File: src/rtl/line_loader.sv
// Serial-to-parallel line feeder for the permutation datapath: assembles MEMSIZE bits LSB first,
// hands the line over with init_line/core_start and counts NUM_LINES lines per job.
module line_loader #(
   parameter int unsigned SIZE      = 5,
   parameter int unsigned MEMSIZE   = SIZE * SIZE,
   parameter int unsigned NUM_LINES = 4,
   parameter int unsigned CNTW      = 8
) (
   input  logic               clk,
   input  logic               rst,
   input  logic               start,
   input  logic               in_bit,
   input  logic               in_valid,
   output logic               in_ready,
   input  logic               core_done,
   output logic [MEMSIZE-1:0] line,
   output logic               init_line,
   output logic               core_start,
   output logic               busy,
   output logic [CNTW-1:0]    line_cnt,
   output logic               job_done
);

   localparam int unsigned BW = $clog2(MEMSIZE);

   typedef enum logic [2:0] {StIdle, StShift, StLoad, StStart, StWait} state_e;

   state_e             state_q, state_d;
   logic [BW-1:0]      bitcnt;
   logic [MEMSIZE-1:0] shreg;
   logic               accept;
   logic               last_bit;
   logic [CNTW-1:0]    cnt_inc;
   logic               job_end;

   assign accept   = (state_q == StShift) && in_valid;
   assign last_bit = accept && (bitcnt == BW'(MEMSIZE - 1));
   assign cnt_inc  = line_cnt + CNTW'(1);
   assign job_end  = (cnt_inc == CNTW'(NUM_LINES));

   // State register
   always_ff @(posedge clk or negedge rst) begin
      if (!rst) begin
         state_q <= StIdle;
      end else begin
         state_q <= state_d;
      end
   end

   // Next-state logic
   always_comb begin
      state_d = state_q;
      unique case (state_q)
         StIdle:  if (start) state_d = StShift;
         StShift: if (last_bit) state_d = StLoad;
         StLoad:  state_d = StStart;
         StStart: state_d = StWait;
         StWait:  if (core_done) state_d = job_end ? StIdle : StShift;
         default: state_d = StIdle;
      endcase
   end

   // Outputs decoded from the registered state only
   always_comb begin
      in_ready   = 1'b0;
      init_line  = 1'b0;
      core_start = 1'b0;
      busy       = 1'b1;
      unique case (state_q)
         StIdle:  busy       = 1'b0;
         StShift: in_ready   = 1'b1;
         StLoad:  init_line  = 1'b1;
         StStart: core_start = 1'b1;
         StWait:  ;
         default: busy       = 1'b0;
      endcase
   end

   // Datapath: bit counter, shift register, captured line, line counter, job pulse
   always_ff @(posedge clk or negedge rst) begin
      if (!rst) begin
         bitcnt   <= '0;
         shreg    <= '0;
         line     <= '0;
         line_cnt <= '0;
         job_done <= 1'b0;
      end else begin
         job_done <= 1'b0;
         if ((state_q == StIdle) && start) begin
            bitcnt   <= '0;
            line_cnt <= '0;
         end
         if (accept) begin
            shreg[bitcnt] <= in_bit;
            if (last_bit) begin
               // Last bit bypasses shreg so line is complete on this same edge
               line   <= {in_bit, shreg[MEMSIZE-2:0]};
               bitcnt <= '0;
            end else begin
               bitcnt <= bitcnt + BW'(1);
            end
         end
         if ((state_q == StWait) && core_done) begin
            line_cnt <= cnt_inc;
            job_done <= job_end;
         end
      end
   end

endmodule

File: config.mk
export PLATFORM = sky130hd
export DESIGN_NAME = line_loader
export DESIGN_NICKNAME = d
export VERILOG_FILES = /design/src/rtl/line_loader.sv
export SDC_FILE = /design/constraint.sdc
export NUM_CORES = 1
export LEC_CHECK = 0
export CORE_ASPECT_RATIO = 0.8
export CORE_MARGIN = 2
export CORE_UTILIZATION = 35
export DETAILED_ROUTE_END_ITERATION = 8
export HOLD_SLACK_MARGIN = 0.05
export PLACE_DENSITY = 0.58
export SYNTH_ARGS = -nofsm -noshare
export SYNTH_HDL_FRONTEND = slang
export SYNTH_SLANG_ARGS = --single-unit
File: constraint.sdc
create_clock -name clk -period 4.95 [get_ports clk]
set_input_delay 0.99 -clock clk [delete_from_list [all_inputs] [get_ports clk]]
set_output_delay 0.99 -clock clk [all_outputs]
set_load 0.01 [all_outputs]
==> flow_summary_export.csv <==
group,metric,value,unit
grt,grt_max_degree,35,
yosys,ys.flop_type,"dfrtp_1",
pwr,ir_drop,0.192,mV
placement,dp_cells,387,
die,die_w,108,um
yosys,yosys.cell_types.count,44,
die,rows,30,
pwr,leakage,1.66,nW
timing,min_period,3.08,ns
final_layout,fill_cells,801,
final_layout,final_layout_size_suffix_gt1_frac,0.252,
routing,vias,2061,
timing,tns,0,ns
routing,ant_nets,0,
routing,drc,0,
grt,grt_overflow,0,
setup_path,critPathMaxStageDelay,0.58,ns
clock_network,post_cts_buffers,0,
hold_path,holdPathEnd,"shreg[21]$_DFFE_PN0P_",
die,dieArea,9460,um^2
die,die_h,87.4,um
clock_network,cts-htree-levels,3,
clock_network,clock_sinks,66,
timing,finalSetupViolCount,0,
hold_path,min_from,"shreg[21]$_DFFE_PN0P_",
run_status,outcome,"complete, no violations",
final_layout,seq_area,1650,um^2
setup_path,criticalPathCategory,"reg -> out",
final_layout,multi_input_area,1280,um^2
routing,wl_per_cell,15.3,um
clock_network,cts.clk_slew.worst_paths,0.06,ns
timing,worstMarginPinSlew,1.15,ns
timing,clock.fmax,324,MHz
setup_path,cp_slowest_cell,"or3b_1",
placement,io_buffers,43,
grt,antenna_found_initial,0,
setup_path,path_delay_family,"buffers and inverters",
setup_path,crit_chain,"or3b_1 > inv_1 > clkdlybuf4s50_1",
yosys,syn_nets,257,
timing,relSlewSlack,0.231,
die,start_util,0.360,
routing,firstDrtPassIters,4,
yosys,syn_area,3040,um^2
setup_path,worstReg2RegEnd,"line[9]$_DFFE_PN0P_",
yosys,yosysSeqAreaShare,0.543,
timing,skew,0.00658,ns
grt,first_global_vias,2050,
yosys,ys_top_cells_by_area,"dfrtp_1, mux2_2, nand3_1, ha_1, inv_1",
setup_path,r2r_slack,2.30,ns
die,core_area,8450,um^2
clock_network,cts_root_buf,"clkbuf_8",
routing,wl,6.15,mm
hold_path,hold-path-cell-count,1,
yosys,avgSynthCellArea,12.4,um^2
clock_network,ctsHoldBuffers,0,
timing,maxSlewViolCount,0,
timing,rsz0062_at_grt,"no",
final_layout,nNetsFinal,297,
pwr,p_per_area,433,nW/um^2
setup_path,critPathMaxFanout,12,
yosys,yosys.cell_count.top_type,"dfrtp_1",
yosys,synthCells,246,
placement,dpl.hpwl,4.10,mm
setup_path,cp-end-kind,"output pin",
clock_network,tritoncts,"built",
die,top_level_ports,44,
final_layout,area_delta_synth_final,22.4,%
setup_path,start_kind,"flop",
timing,finalHoldViolations,0,
final_layout,stdcell_count,402,
routing,avgViaCountPerCell,5.13,
setup_path,r2r_cells,6,
clock_network,clk_latency,0.34,ns
grt,grt_pass1_wl,10.4,mm
timing,timing.final.crit_share,0.623,
placement,gp_congestion,0.838,
yosys,async_reset_ff_frac,1.00,
yosys,ys_top_cells_by_count,"dfrtp_1, mux2_2, nand3_1",
yosys,ys_seq_elements,66,
yosys,yosys.area.top_type,"dfrtp_1",
job,cap_violations,0,
yosys,synth_top_area_frac,0.543,
clock_network,cts_inserted_buffers,9,
setup_path,path_buf_inv,2,
hold_path,hold_path_class,"reg -> reg",
clock_network,post_cts_resized,0,
yosys,ys_warn_count,0,
final_layout,diodes,0,
grt,grt.total_usage,0.145,
clock_network,clockBufferDepth,2,
routing,drtIter0Drc,86,
yosys,synth-edff-count,0,
setup_path,r2r-start,"bitcnt[0]$_DFFE_PN0P_",
setup_path,worstPathArrival,2.09,ns
setup_path,cp_data_required_time,3.96,ns
cell families after synthesis:
group,synth area share
AOI/OAI and AO/OA,0.0597
buffers and inverters,0.0415
and+or+nand+nor,0.143
DFF,0.543
muxes,0.189
xor gates and xnor gates,0.00288
adders and majority gates,0.0206
sequential cells by signal, indices dropped and copies added, names as in the netlist:
register and cells:
bitcnt 5, job_done 1, line 25, line_cnt 8
shreg 24, state_q 3
per-layer routing:
| layer | GRT usage | vias to the layer above | wire [um] |
|---|---|---|---|
| met4 | 0.0455 | 0 | 79 |
| met5 | 0 | - | 0 |
| met1 | 0.206 | 1019 | 3090 |
| met3 | 0.0576 | 8 | 322 |
| met2 | 0.204 | 43 | 2660 |
| li1 | - | 991 | - |
worst max path at each step:
stage / from / end / slack [ns] / cells after the start
final: state_q[2]$_DFFE_PN0P_ / in_ready / 1.87 / 3
after global routing: state_q[2]$_DFFE_PN0P_ / in_ready / 1.77 / 3
after CTS: state_q[2]$_DFFE_PN0P_ / in_ready / 1.85 / 3
after detailed placement: in_valid / shreg[17]$_DFFE_PN0P_ / 1.71 / 4
after global placement: in_valid / shreg[7]$_DFFE_PN0P_ / 1.75 / 4
after floorplan: state_q[0]$_DFFE_PN0P_ / busy / 2.80 / 4
final cells by class:
type                       count  share of cell area
sequential                    66               0.444
tap                          112              0.0376
timing repair buffer          45               0.118
clock inverter                 3             0.00403
inverter                      11              0.0111
multi-input combinational    153               0.344
clock buffer                  12              0.0417
worst register-to-register path: stages, from the launching register on:
cell and delay [ns]:
dfrtp_1 0.42, inv_1 0.15, ha_1 0.35, nand4b_1 0.29, nor3_4 0.61, buf_4 0.34
mux2_2 0.37
per-stage QoR:
stage	setup WS (ns)	util	cell area, um^2	hold slack, ns	total power, mW
after global routing	1.77	0.441	3720	0.518	1.72
after CTS	1.85	0.441	3720	0.504	1.63
final	1.87	0.441	3720	0.502	1.61
after floorplan	2.80	-	3040	0.474	1.06
after detailed placement	1.71	0.421	3550	0.489	1.23
after global placement	1.75	0.421	3550	0.485	1.22
power breakdown:
group          total [mW]  internal [mW]  switching [mW]
clock network       0.397          0.204           0.193
registers           0.767          0.664           0.103
logic               0.449          0.230           0.220
total                1.61           1.10           0.515
layout by cell type (no fill, tap or decap), drive strengths merged, types with 2 or more instances in the layout:
cell and instances:
dfrtp 66, mux2 49, clkdlybuf4s50 42, nand3 28
clkbuf 12, inv 11, o21ai 8, nor3 7
nand2 5, ha 5, or4 5, nor4 4
and3b 3, nor3b 3, or2 3, nand2b 3
o211ai 3, clkinv 3, buf 3, mux2i 2
o221ai 2, a211o 2, a21o 2, o22ai 2
Power figures use the tool's default switching activity.
